[src/rtl/ysyx_23060096_pkg.sv]
// Shared decode definitions for the NPC front end: RV32I opcodes, immediate
// format selects and the decoded bundle carried by the IDU queue.
package ysyx_23060096_pkg;

  localparam logic [6:0] OP_LOAD   = 7'b0000011;
  localparam logic [6:0] OP_IMM    = 7'b0010011;
  localparam logic [6:0] OP_JALR   = 7'b1100111;
  localparam logic [6:0] OP_SYSTEM = 7'b1110011;
  localparam logic [6:0] OP_LUI    = 7'b0110111;
  localparam logic [6:0] OP_AUIPC  = 7'b0010111;
  localparam logic [6:0] OP_STORE  = 7'b0100011;
  localparam logic [6:0] OP_BRANCH = 7'b1100011;
  localparam logic [6:0] OP_JAL    = 7'b1101111;
  localparam logic [6:0] OP_REG    = 7'b0110011;

  localparam logic [2:0] EXT_I    = 3'b000;
  localparam logic [2:0] EXT_U    = 3'b001;
  localparam logic [2:0] EXT_S    = 3'b010;
  localparam logic [2:0] EXT_B    = 3'b011;
  localparam logic [2:0] EXT_J    = 3'b100;
  localparam logic [2:0] EXT_NONE = 3'b111;

  typedef enum logic [1:0] {
    Q_EMPTY = 2'd0,
    Q_ONE   = 2'd1,
    Q_TWO   = 2'd2
  } queueState_t;

  typedef struct packed {
    logic [31:0] pc;
    logic [31:0] imm;
    logic [2:0]  extop;
    logic [4:0]  rd;
    logic [4:0]  rs1;
    logic [4:0]  rs2;
    logic [6:0]  opcode;
    logic        illegal;
  } decoded_t;

endpackage

[src/rtl/ysyx_23060096_idu_ctrl_if.sv]
// IFU -> IDU -> EXU handshake bundle; slave is the IDU controller,
// master is whoever drives fetch input and consumes decode output.
interface ysyx_23060096_idu_ctrl_if;
  logic        flush;
  logic        in_valid;
  logic        in_ready;
  logic [31:0] in_inst;
  logic [31:0] in_pc;
  logic        out_valid;
  logic        out_ready;
  logic [31:0] out_pc;
  logic [31:0] out_imm;
  logic [2:0]  out_extop;
  logic [4:0]  out_rd;
  logic [4:0]  out_rs1;
  logic [4:0]  out_rs2;
  logic [6:0]  out_opcode;
  logic        out_illegal;

  modport slave (
    input  flush, in_valid, in_inst, in_pc, out_ready,
    output in_ready, out_valid, out_pc, out_imm, out_extop,
           out_rd, out_rs1, out_rs2, out_opcode, out_illegal
  );

  modport master (
    output flush, in_valid, in_inst, in_pc, out_ready,
    input  in_ready, out_valid, out_pc, out_imm, out_extop,
           out_rd, out_rs1, out_rs2, out_opcode, out_illegal
  );
endinterface

[src/rtl/ysyx_23060096_ImmGen.sv]
// RV32I immediate generator: sign-extends the immediate of inst[31:7]
// according to the I/U/S/B/J format select. Purely combinational.
module ysyx_23060096_ImmGen
  import ysyx_23060096_pkg::*;
(
  input  logic        clk,
  input  logic        rstn,
  input  logic [31:7] inst,
  input  logic [2:0]  ExtOP,
  output logic [31:0] imm
);

  // clk/rstn are kept on the port list for existing instantiations only
  logic unusedPorts;
  assign unusedPorts = clk ^ rstn;

  always_comb begin
    imm = '0;
    case (ExtOP)
      EXT_I: imm = {{20{inst[31]}}, inst[31:20]};
      EXT_U: imm = {inst[31:12], 12'b0};
      EXT_S: imm = {{20{inst[31]}}, inst[31:25], inst[11:7]};
      EXT_B: imm = {{19{inst[31]}}, inst[31], inst[7], inst[30:25], inst[11:8], 1'b0};
      EXT_J: imm = {{11{inst[31]}}, inst[31], inst[19:12], inst[20], inst[30:21], 1'b0};
      default: imm = '0;
    endcase
  end

endmodule

[src/rtl/ysyx_23060096_idu_ctrl.sv]
// Decode-stage controller: classifies the fetched opcode, builds the decoded
// bundle and buffers it in a two-entry head/second skid queue for the EXU.
module ysyx_23060096_idu_ctrl
  import ysyx_23060096_pkg::*;
(
  input  logic clk,
  input  logic rst,
  ysyx_23060096_idu_ctrl_if.slave bus
);

  queueState_t state, nextState;
  decoded_t    headQ, secondQ, decIn;
  logic [2:0]  extSel, genSel;
  logic        isNone, isIllegal;
  logic [31:0] genImm;
  logic        push, pop;
  logic        loadHead, loadSecond, shiftSecond;

  always_comb begin
    extSel    = EXT_NONE;
    isIllegal = 1'b0;
    case (bus.in_inst[6:0])
      OP_LOAD, OP_IMM, OP_JALR, OP_SYSTEM: extSel = EXT_I;
      OP_LUI, OP_AUIPC:                    extSel = EXT_U;
      OP_STORE:                            extSel = EXT_S;
      OP_BRANCH:                           extSel = EXT_B;
      OP_JAL:                              extSel = EXT_J;
      OP_REG:                              extSel = EXT_NONE;
      default: begin
        extSel    = EXT_NONE;
        isIllegal = 1'b1;
      end
    endcase
  end

  assign isNone = (extSel == EXT_NONE);
  assign genSel = isNone ? EXT_I : extSel;

  ysyx_23060096_ImmGen uImmGen (
    .clk  (clk),
    .rstn (~rst),
    .inst (bus.in_inst[31:7]),
    .ExtOP(genSel),
    .imm  (genImm)
  );

  always_comb begin
    decIn.pc      = bus.in_pc;
    decIn.imm     = isNone ? '0 : genImm;
    decIn.extop   = extSel;
    decIn.rd      = bus.in_inst[11:7];
    decIn.rs1     = bus.in_inst[19:15];
    decIn.rs2     = bus.in_inst[24:20];
    decIn.opcode  = bus.in_inst[6:0];
    decIn.illegal = isIllegal;
  end

  // Handshake flags depend on the state register only, so in_ready has no
  // combinational path from out_ready.
  assign bus.in_ready  = (state != Q_TWO);
  assign bus.out_valid = (state != Q_EMPTY);

  assign push = bus.in_valid & bus.in_ready & ~bus.flush;
  assign pop  = bus.out_valid & bus.out_ready;

  always_ff @(posedge clk or posedge rst) begin
    if (rst) state <= Q_EMPTY;
    else     state <= nextState;
  end

  always_comb begin
    nextState   = state;
    loadHead    = 1'b0;
    loadSecond  = 1'b0;
    shiftSecond = 1'b0;
    case (state)
      Q_EMPTY: begin
        if (push) begin
          nextState = Q_ONE;
          loadHead  = 1'b1;
        end
      end
      Q_ONE: begin
        if (push && !pop) begin
          nextState  = Q_TWO;
          loadSecond = 1'b1;
        end else if (!push && pop) begin
          nextState = Q_EMPTY;
        end else if (push && pop) begin
          loadHead = 1'b1;
        end
      end
      Q_TWO: begin
        if (pop) begin
          nextState   = Q_ONE;
          shiftSecond = 1'b1;
        end
      end
      default: nextState = Q_EMPTY;
    endcase
    if (bus.flush) nextState = Q_EMPTY;
  end

  always_ff @(posedge clk or posedge rst) begin
    if (rst) begin
      headQ   <= '0;
      secondQ <= '0;
    end else begin
      if (loadHead)         headQ <= decIn;
      else if (shiftSecond) headQ <= secondQ;
      if (loadSecond)       secondQ <= decIn;
    end
  end

  assign bus.out_pc      = headQ.pc;
  assign bus.out_imm     = headQ.imm;
  assign bus.out_extop   = headQ.extop;
  assign bus.out_rd      = headQ.rd;
  assign bus.out_rs1     = headQ.rs1;
  assign bus.out_rs2     = headQ.rs2;
  assign bus.out_opcode  = headQ.opcode;
  assign bus.out_illegal = headQ.illegal;

endmodule
[src/flat_wrapper.sv]
// flat-port wrapper written by rule: the top's interface ports become plain ports
module ysyx_23060096_idu_ctrl_flat import ysyx_23060096_pkg::*;
  (clk, rst, bus_flush, bus_in_valid, bus_in_inst, bus_in_pc, bus_out_ready, bus_in_ready, bus_out_valid, bus_out_pc, bus_out_imm, bus_out_extop, bus_out_rd, bus_out_rs1, bus_out_rs2, bus_out_opcode, bus_out_illegal);
  ysyx_23060096_idu_ctrl_if bus_i ();
  input  logic clk;
  input  logic rst;
  input wire logic [$bits(bus_i.flush)-1:0] bus_flush;
  input wire logic [$bits(bus_i.in_valid)-1:0] bus_in_valid;
  input wire logic [$bits(bus_i.in_inst)-1:0] bus_in_inst;
  input wire logic [$bits(bus_i.in_pc)-1:0] bus_in_pc;
  input wire logic [$bits(bus_i.out_ready)-1:0] bus_out_ready;
  output wire logic [$bits(bus_i.in_ready)-1:0] bus_in_ready;
  output wire logic [$bits(bus_i.out_valid)-1:0] bus_out_valid;
  output wire logic [$bits(bus_i.out_pc)-1:0] bus_out_pc;
  output wire logic [$bits(bus_i.out_imm)-1:0] bus_out_imm;
  output wire logic [$bits(bus_i.out_extop)-1:0] bus_out_extop;
  output wire logic [$bits(bus_i.out_rd)-1:0] bus_out_rd;
  output wire logic [$bits(bus_i.out_rs1)-1:0] bus_out_rs1;
  output wire logic [$bits(bus_i.out_rs2)-1:0] bus_out_rs2;
  output wire logic [$bits(bus_i.out_opcode)-1:0] bus_out_opcode;
  output wire logic [$bits(bus_i.out_illegal)-1:0] bus_out_illegal;
  assign bus_i.flush = bus_flush;
  assign bus_i.in_valid = bus_in_valid;
  assign bus_i.in_inst = bus_in_inst;
  assign bus_i.in_pc = bus_in_pc;
  assign bus_i.out_ready = bus_out_ready;
  assign bus_in_ready = bus_i.in_ready;
  assign bus_out_valid = bus_i.out_valid;
  assign bus_out_pc = bus_i.out_pc;
  assign bus_out_imm = bus_i.out_imm;
  assign bus_out_extop = bus_i.out_extop;
  assign bus_out_rd = bus_i.out_rd;
  assign bus_out_rs1 = bus_i.out_rs1;
  assign bus_out_rs2 = bus_i.out_rs2;
  assign bus_out_opcode = bus_i.out_opcode;
  assign bus_out_illegal = bus_i.out_illegal;
  ysyx_23060096_idu_ctrl u_core (.clk(clk), .rst(rst), .bus(bus_i));
endmodule
[config.mk]
export PLATFORM = sky130hd
export DESIGN_NAME = ysyx_23060096_idu_ctrl_flat
export DESIGN_NICKNAME = d
export VERILOG_FILES = /design/src/rtl/ysyx_23060096_pkg.sv /design/src/rtl/ysyx_23060096_idu_ctrl_if.sv /design/src/rtl/ysyx_23060096_ImmGen.sv /design/src/rtl/ysyx_23060096_idu_ctrl.sv /design/src/flat_wrapper.sv
export SDC_FILE = /design/constraint.sdc
export NUM_CORES = 1
export LEC_CHECK = 0
export ABC_AREA = 1
export BUFFER_PORTS_ARGS = -buffer_cell sky130_fd_sc_hd__buf_2
export CAP_MARGIN = 20
export CORE_AREA = 2 2 135 137
export DETAILED_ROUTE_END_ITERATION = 6
export DIE_AREA = 0 0 137 139
export GPL_TIMING_DRIVEN = 1
export PLACE_DENSITY = 0.72
export SETUP_SLACK_MARGIN = 0.1
export SYNTH_ARGS = -nofsm -noshare
export SYNTH_HDL_FRONTEND = slang
export SYNTH_SLANG_ARGS = --single-unit
[constraint.sdc]
create_clock -name clk -period 7.3 [get_ports clk]
set_clock_uncertainty 0.15 [all_clocks]
set_input_delay 1.46 -clock clk [delete_from_list [all_inputs] [get_ports clk]]
set_output_delay 1.46 -clock clk [all_outputs]
set_load 0.005 [all_outputs]
==> results.py, run 1 <==
metrics = {
    "outcome": {
        "status": "finished, final reports clean",
    },
    "pwr": {
        "combPwrFrac": 0.241,
        "cellPowerDensity_nw_per_um2": 313,
        "p_int_uw": 2120,
        "clock_power_share": 0.274,
        "p_leak_uw": 0.00546,
        "power.switching_uw": 1000,
        "swShare": 0.322,
        "max-vdd-ir-drop_mv": 0.187,
        "seq_power_share": 0.485,
    },
    "detailed_routing": {
        "routed_wl_um": 22000,
        "antenna_left": 0,
        "wl_per_cell_um": 15.3,
        "firstDrtPassIters": 5,
        "vias_per_cell": 5.28,
        "dr_total_vias": 7584,
        "drc": 0,
        "drt_iter0_drc": 587,
    },
    "cts": {
        "cts_root_buf": "clkbuf_16",
        "clock-sinks": 182,
        "cts_setup_buffers": 0,
        "cts.htree.levels": 4,
        "numCtsBuffers": 17,
        "cts_tree": "done",
        "path_clk_slew_ns": 0.07,
        "clk_path_buf_depth": 2,
        "worstSkewPairLatency_ns": 0.43,
        "hold_buffers": 0,
        "cts_resized": 0,
    },
    "grt": {
        "grt_util_met3": 0.0504,
        "grt_max_degree": 121,
        "grt_overflow": 0,
        "grt_pass1_wl_um": 36500,
        "met1_usage": 0.335,
        "grt_antenna_before_repair": 1,
        "busiest_layer": "met2",
        "grt_pass1_vias": 7199,
        "use_met2": 0.379,
        "grt_use_total": 0.241,
    },
    "finish": {
        "stdcell_count": 1436,
        "final_area_um2": 9990,
        "fin_nets": 1263,
        "area_growth_pct": 16.1,
        "drive_gt1_frac": 0.183,
    },
    "place": {
        "port_buffers": 160,
        "dp_hpwl_um": 13600,
        "pre_cts_slack_ns": 2.99,
        "place_inst": 1402,
        "gpl.final_weighted_congestion": 0.821,
        "detailed_place.area_um2": 9430,
    },
    "logic_synthesis": {
        "ys_ff_latch": 182,
        "synthAdderAreaFrac": 0.00291,
        "synth-seq-area-share": 0.529,
        "synth_commonest_cells": "nand2_1, dfrtp_1, nand3_1, inv_1, o21ai_0",
        "dominantRegCellSynth": "dfrtp_1",
        "synth-async-reset-ratio": 1.00,
        "yosys_warnings": 0,
        "synthSimpleGateAreaFrac": 0.296,
        "synthMostInstantiatedCell": "nand2_1",
        "synth_top_family_by_area": "simple AND/OR/NAND/NOR gates",
        "synth_top_cell_area_share": 0.529,
        "syn-num-nets": 1151,
        "ys_types": 25,
        "synthMuxAreaShare": 0,
        "syn_avg_cell_area_um2": 7.96,
        "syn_area_um2": 8600,
        "synth_edf_count": 0,
        "synth_area_leaders": "dfrtp_1, nand2_1, nand3_1, o211ai_1, inv_1",
        "synthXorXnorAreaFrac": 0,
        "yosysTopAreaCell": "dfrtp_1",
        "synthCells": 1080,
        "synth_compound_area_frac": 0.0880,
    },
    "floorplan": {
        "die_h_um": 139,
        "initial_core_util": 0.487,
        "ios": 161,
        "fp-row-count": 49,
        "die_x_um": 137,
        "dieArea_um2": 19000,
        "core-area_um2": 17700,
    },
    "setup_path": {
        "crit_path_end_kind": "register",
        "r2r_end": "u_core.secondQ[31]",
        "crit_fanout": 105,
        "r2r_slack_ns": 3.99,
        "cp-start-kind": "input pin",
        "cp.required_ns": 7.46,
        "r2r_cells": 9,
        "arrival_ns": 4.09,
        "worst-setup-path-type": "input pin to register",
        "r2r_start": "u_core.state[0]",
    },
    "sta": {
        "slew_violations": 0,
        "worst_pin_slew_ns": 1.02,
        "min_period_ns": 3.93,
        "final_hold_viol_count": 0,
        "fmax_ghz": 0.254,
        "period_share": 0.539,
        "rsz0062_at_grt": "false",
        "finalSetupTns_ns": 0,
        "setup_viol": 0,
        "worst_slack_ns": 3.37,
        "max_slew_margin": 0.319,
    },
    "hold_path": {
        "hold_end": "u_core.secondQ[40]",
        "holdPathStages": 2,
        "hp-start": "u_core.secondQ[40]",
        "hp-class": "register to register",
    },
    "flow_run": {
        "max_cap_violations": 0,
    },
}
[cell type report]
| class | count | area [um^2] |
|---|---|---|
| clock inverters | 12 | 96.3 |
| inverters | 102 | 390 |
| multi-input cells | 723 | 3340 |
| well taps | 229 | 287 |
| clock buffers | 20 | 457 |
| flip-flops and latches | 182 | 4550 |
| fillers | 1670 | 7670 |
| diodes | 2 | 5.00 |
| repair buffers | 166 | 858 |
[logic make-up after synthesis]
logic type / count (synthesis)
adder cells (fa/ha/maj): 2
buffers and inverters: 175
flip-flops: 182
AO/OA/AOI/OAI: 121
AND/OR/NAND/NOR: 600
[how the worst max path moves through the flow]
stage                   start                       to  slack (ns)  cells past startpoint
2_1_floorplan             rst  u_core.bus.out_extop[0]        0.75                      1
3_3_place_gp    bus_out_ready       u_core.secondQ[34]        3.05                     10
3_5_place_dp    bus_out_ready       u_core.secondQ[23]        2.99                     10
4_1_cts         bus_out_ready       u_core.secondQ[31]        3.41                     10
5_1_grt        bus_in_inst[3]   u_core.bus.out_imm[17]        3.13                     11
6_report        bus_out_ready       u_core.secondQ[31]        3.37                     10
[power by group through the flow]
stage / Clock [uW] / Combinational [uW] / Sequential [uW]
2_1_floorplan: 0 / 435 / 1520
3_5_place_dp: 0 / 759 / 1530
4_1_cts: 873 / 764 / 1510
5_1_grt: 919 / 869 / 1550
3_3_place_gp: 0 / 744 / 1520
6_report: 857 / 751 / 1510
[per-stage QoR]
stage	util	hold slack [ns]	power, uW
floorplan	-	0.300	1960
global placement	0.534	0.313	2260
detailed placement	0.534	0.316	2290
CTS	0.565	0.333	3150
global route	0.565	0.349	3340
finish	0.566	0.332	3120
[cells in the final DEF, fill, tap and decap left out, drive strengths merged]
cell type / instances
a21oi: 4
buf: 166
clkbuf: 20
clkinv: 10
clkinvlp: 1
dfrtp: 182
diode: 2
ha: 2
inv: 103
nand2: 383
nand3: 166
nand4: 14
nor2: 35
nor3: 2
o211ai: 54
o21ai: 61
o31ai: 2
[critical path, cell delays in order]
cell	delay [ns]
buf_2	0.10
inv_1	0.06
nor2_1	0.26
inv_1	0.08
ha_1	0.23
nand2_4	0.73
inv_2	0.39
buf_4	0.42
nand4_1	0.19
nand2_1	0.09
[flip-flops by register name, summed over array words and instances (netlist names)]
signal                  count
u_core.secondQ             90
u_core.bus.out_imm         32
u_core.bus.out_pc          32
u_core.bus.out_opcode       7
u_core.bus.out_rd           5
u_core.bus.out_rs1          5
u_core.bus.out_rs2          5
u_core.bus.out_extop        3
u_core.state                2
u_core.bus.out_illegal      1
[metal layers]
| layer | vias up | wire length (um) |
|---|---|---|
| met2 | 261 | 10300 |
| met3 | 24 | 1490 |
| met4 | 0 | 405 |
| met1 | 3592 | 9830 |
| li1 | 3707 | - |
| met5 | - | 0 |
Power figures use the tool's default switching activity.
==> run 2, diff against run 1 <==
- PLACE_DENSITY: 0.72 -> 0.75
- clock period: 7.3 -> 3.4 ns (I/O delays scaled with it)
==> results.py, run 2 (synthesis gave the netlist of run 1 again) <==
metrics = {
    "grt": {
        "grt_use_total": 0.244,
        "grt_antenna_before_repair": 0,
        "grt_max_degree": 83,
        "grt_overflow": 0,
        "grt_pass1_wl_um": 37200,
        "grt_pass1_vias": 7264,
    },
    "detailed_routing": {
        "firstDrtPassIters": 5,
        "wl_per_cell_um": 15.8,
        "antenna_left": 0,
        "drt_iter0_drc": 680,
        "vias_per_cell": 5.29,
        "routed_wl_um": 22800,
        "dr_total_vias": 7651,
        "drc": 0,
    },
    "cts": {
        "path_clk_slew_ns": 0.07,
        "cts_root_buf": "clkbuf_16",
        "cts.htree.levels": 4,
        "clock-sinks": 182,
        "worstSkewPairLatency_ns": 0.43,
        "clk_path_buf_depth": 2,
        "cts_resized": 0,
        "hold_buffers": 0,
        "numCtsBuffers": 17,
        "cts_setup_buffers": 0,
        "cts_tree": "done",
    },
    "hold_path": {
        "hp-class": "input pin to asynchronous set/reset pin",
    },
    "finish": {
        "diodes": 0,
        "utilization": 0.576,
        "largest_reg_flops": 90,
        "top_register": "u_core.secondQ",
        "fin_nets": 1275,
        "register_area_um2": 4550,
        "drive_gt1_frac": 0.191,
        "nFillCells": 1620,
        "multi_input_area_um2": 3340,
        "final_common_cell": "nand2_1",
        "stdcell_count": 1446,
        "area_growth_pct": 18.3,
        "layout_common_cells": "nand2_1, dfrtp_1, nand3_1, buf_2, inv_1",
    },
    "setup_path": {
        "crit_fanout": 50,
        "cp_top_family": "simple AND/OR/NAND/NOR gates",
        "cp.required_ns": 3.62,
        "r2r_cells": 12,
        "path_buf_inv": 3,
        "cp-start-kind": "register",
        "r2r_start": "u_core.state[1]",
        "crit_top_cell": "nand2_1",
        "cp_cell_sequence": "inv_1 > nor2_4 > nor3_1 > ha_1 > nand2_1 > nand2_2 > a21oi_4 > buf_4 > nand2_1 > nand2_1 > inv_1 > nand2_1",
        "critPathSlowestCell": "buf_4",
        "r2r_end": "u_core.bus.out_imm[2]",
        "arrival_ns": 2.84,
        "worst-setup-path-type": "register to register",
        "r2r_slack_ns": 0.78,
        "cp_slowest_stage_delay_ns": 0.50,
        "crit_path_end_kind": "register",
    },
    "floorplan": {
        "dieArea_um2": 19000,
        "core-area_um2": 17700,
        "fp-row-count": 49,
        "ios": 161,
        "die_x_um": 137,
        "initial_core_util": 0.487,
        "die_h_um": 139,
    },
    "place": {
        "pre_cts_slack_ns": 0.712,
        "dp_hpwl_um": 14500,
        "port_buffers": 160,
        "gpl.final_weighted_congestion": 0.821,
        "place_inst": 1414,
    },
    "sta": {
        "fmax_ghz": 0.381,
        "worst_slack_ns": 0.777,
        "min_period_ns": 2.62,
        "finalSetupTns_ns": 0,
        "worst_pin_slew_ns": 0.878,
        "rsz0062_at_grt": "false",
        "max_slew_margin": 0.415,
        "final_hold_viol_count": 0,
        "period_share": 0.771,
        "setup_viol": 0,
        "slew_violations": 0,
    },
    "pwr": {
        "power_uw": 6920,
        "cellPowerDensity_nw_per_um2": 680,
        "max-vdd-ir-drop_mv": 0.378,
        "p_leak_uw": 0.00556,
    },
    "outcome": {
        "status": "finished, final reports clean",
    },
    "flow_run": {
        "max_cap_violations": 0,
    },
}
[run 2: cell count changes in the layout (fill, tap and decap cells not counted), sizes merged]
cell,before,now
buf,166,178
clkinv,10,7
bufinv,0,1
diode,2,0
clkinvlp,1,2
clkbuf,20,17
inv,103,107
[run 2: report_power, final]
group,leakage [uW],internal [uW],total [uW],switching (uW)
clock,0.000298,1060,2020,956
combinational,0.00292,685,1650,969
sequential,0.00234,2890,3250,355
[run 2: worst max-delay path by stage]
stage	cells after the start	to	start
2_1_floorplan	1	u_core.bus.out_extop[0]	rst
3_3_place_gp	9	u_core.bus.out_extop[0]	bus_flush
3_5_place_dp	10	u_core.bus.out_extop[0]	bus_out_ready
4_1_cts	12	u_core.bus.out_imm[2]	u_core.state[1]
5_1_grt	12	u_core.bus.out_imm[3]	u_core.state[1]
6_report	12	u_core.bus.out_imm[2]	u_core.state[1]
[run 2: cell type report]
cell class | count | area share
clock buffers | 17 | 0.0418
clock inverters | 15 | 0.0184
inverters | 102 | 0.0380
multi-input cells | 723 | 0.328
flip-flops and latches | 182 | 0.447
well taps | 229 | 0.0282
repair buffers | 178 | 0.0981
[run 2: layer usage]
metal  GRT usage  part of all wire  up-vias
met2       0.388              0.48      247
met5           0                 0        -
li1            -                 -     3739
met1       0.341              0.45     3642
met4      0.0651             0.015        0
met3      0.0493             0.057       23
[run 2: worst reg2reg max path: stages (launching register included)]
cell and delay, ns:
dfrtp_1 0.42, inv_1 0.10, nor2_4 0.29, nor3_1 0.12
ha_1 0.20, nand2_1 0.07, nand2_2 0.18, a21oi_4 0.18
buf_4 0.50, nand2_1 0.17, nand2_1 0.09, inv_1 0.04
nand2_1 0.05
[run 2: through the flow]
step           area (um^2)  hold slack (ns)
6_report             10200            0.268
5_1_grt              10200            0.318
4_1_cts              10200            0.280
3_5_place_dp          9570            0.317
3_3_place_gp          9570            0.313
2_1_floorplan         8610            0.300
==> run 3, diff against run 2 <==
- PLACE_DENSITY: 0.75 -> 0.72
- clock period: 3.4 -> 2.65 ns (I/O delays scaled with it)
==> results.py, run 3 (synthesis gave the netlist of run 1 again) <==
metrics = {
    "outcome": {
        "status": "finished, final reports clean",
    },
    "place": {
        "gpl.final_weighted_congestion": 0.878,
        "dp_hpwl_um": 14300,
        "port_buffers": 160,
        "pre_cts_slack_ns": 0.335,
        "detailed_place.area_um2": 9600,
    },
    "setup_path": {
        "r2r_start": "u_core.state[0]",
        "r2r_end": "u_core.bus.out_extop[0]",
        "cp-endpoint": "bus_in_ready",
        "crit_fanout": 72,
        "r2r_cells": 9,
        "r2r_slack_ns": 0.36,
        "cp-startpoint": "u_core.state[1]",
        "cp.required_ns": 1.97,
        "cp-start-kind": "register",
        "worst-setup-path-type": "register to primary output",
        "crit_path_end_kind": "primary output",
        "arrival_ns": 1.62,
    },
    "sta": {
        "period_share": 0.868,
        "rsz0062_at_grt": "false",
        "fmax_ghz": 0.435,
        "worst_slack_ns": 0.350,
        "setup_viol": 0,
        "max_slew_margin": 0.437,
        "final_hold_viol_count": 0,
        "min_period_ns": 2.30,
        "slew_violations": 0,
        "worst_pin_slew_ns": 0.845,
    },
    "grt": {
        "grt_overflow": 0,
        "grt_antenna_before_repair": 1,
        "grt_max_degree": 92,
        "grt_pass1_wl_um": 36900,
        "grt_use_total": 0.242,
        "grt_pass1_vias": 7198,
    },
    "finish": {
        "largest_reg_flops": 90,
        "fin_nets": 1280,
        "top_register": "u_core.secondQ",
        "drive_gt1_frac": 0.194,
        "utilization": 0.577,
        "final_common_cell": "nand2_1",
        "final_area_um2": 10200,
        "area_growth_pct": 18.4,
        "layout_common_cells": "nand2_1, dfrtp_1, nand3_1, buf_2, inv_1",
    },
    "floorplan": {
        "ios": 161,
        "initial_core_util": 0.487,
        "dieArea_um2": 19000,
        "die_x_um": 137,
        "fp-row-count": 49,
        "core-area_um2": 17700,
        "die_h_um": 139,
    },
    "cts": {
        "cts_resized": 0,
        "numCtsBuffers": 17,
        "cts_setup_buffers": 0,
        "cts_root_buf": "clkbuf_16",
        "path_clk_slew_ns": 0.07,
        "cts.htree.levels": 4,
        "clock-sinks": 182,
        "cts_tree": "done",
        "worstSkewPairLatency_ns": 0.43,
        "clk_path_buf_depth": 2,
    },
    "pwr": {
        "cellPowerDensity_nw_per_um2": 859,
        "max-vdd-ir-drop_mv": 0.509,
        "p_leak_uw": 0.00555,
    },
    "detailed_routing": {
        "wl_per_cell_um": 15.5,
        "dr_total_vias": 7702,
        "antenna_left": 0,
        "vias_per_cell": 5.30,
        "routed_wl_um": 22500,
        "drt_iter0_drc": 594,
        "drc": 0,
        "firstDrtPassIters": 6,
    },
    "flow_run": {
        "max_cap_violations": 0,
    },
    "hold_path": {
        "hp-class": "input pin to register",
    },
}
[run 3: worst min path at each step]
stage	start	end	slack, ns	cells after the start
after floorplan	u_core.secondQ[25]	u_core.secondQ[25]	0.30	2
after global placement	rst	u_core.bus.out_imm[3]	0.29	2
after detailed placement	rst	u_core.bus.out_imm[3]	0.28	2
after CTS	bus_in_pc[21]	u_core.secondQ[79]	0.15	3
after global routing	bus_in_pc[30]	u_core.secondQ[88]	0.17	3
final	bus_in_pc[25]	u_core.secondQ[83]	0.17	3
[run 3: power breakdown]
group	switching, uW	total [uW]	internal [uW]
combinational	1230	2120	889
sequential	472	4180	3710
clock	1180	2450	1270
total	2880	8750	5870
[run 3: final cells by class]
cell class	instances	area, um^2
fillers	1650	7470
clock inverters	14	133
well taps	229	287
repair buffers	183	1050
multi-input cells	723	3330
diodes	1	2.50
clock buffers	18	439
inverters	102	387
flip-flops and latches	182	4550
[run 3: what timing repair did]
action / 4_1_cts / 5_1_grt
hold buffers: 1 / 0
endpoints found under the setup margin: 0 / 0
hold endpoints to repair: 1 / 0
[run 3: worst max-delay path, cell delays in order (launching register included)]
cell and delay, ns:
dfrtp_1 0.41, inv_1 0.11, nor2_4 0.13, buf_12 0.32
inv_1 0.07, buf_2 0.13
[run 3: layer usage]
metal | wire length (um) | part of all wire | vias up | track usage
met4 | 407 | 0.018 | 0 | 0.0727
met1 | 10000 | 0.44 | 3646 | 0.340
li1 | - | - | 3740 | -
met5 | 0 | 0 | - | 0
met2 | 10600 | 0.47 | 285 | 0.378
met3 | 1500 | 0.066 | 31 | 0.0534
[run 3: per-stage QoR]
step	TNS, ns	hold WS [ns]	power (uW)	std cells
2_1_floorplan	-66.71	0.300	5390	1080
3_3_place_gp	0	0.288	6270	1418
3_5_place_dp	0	0.284	6360	1418
4_1_cts	0	0.153	8820	1451
5_1_grt	0	0.167	9330	1452
6_report	0	0.166	8750	1452
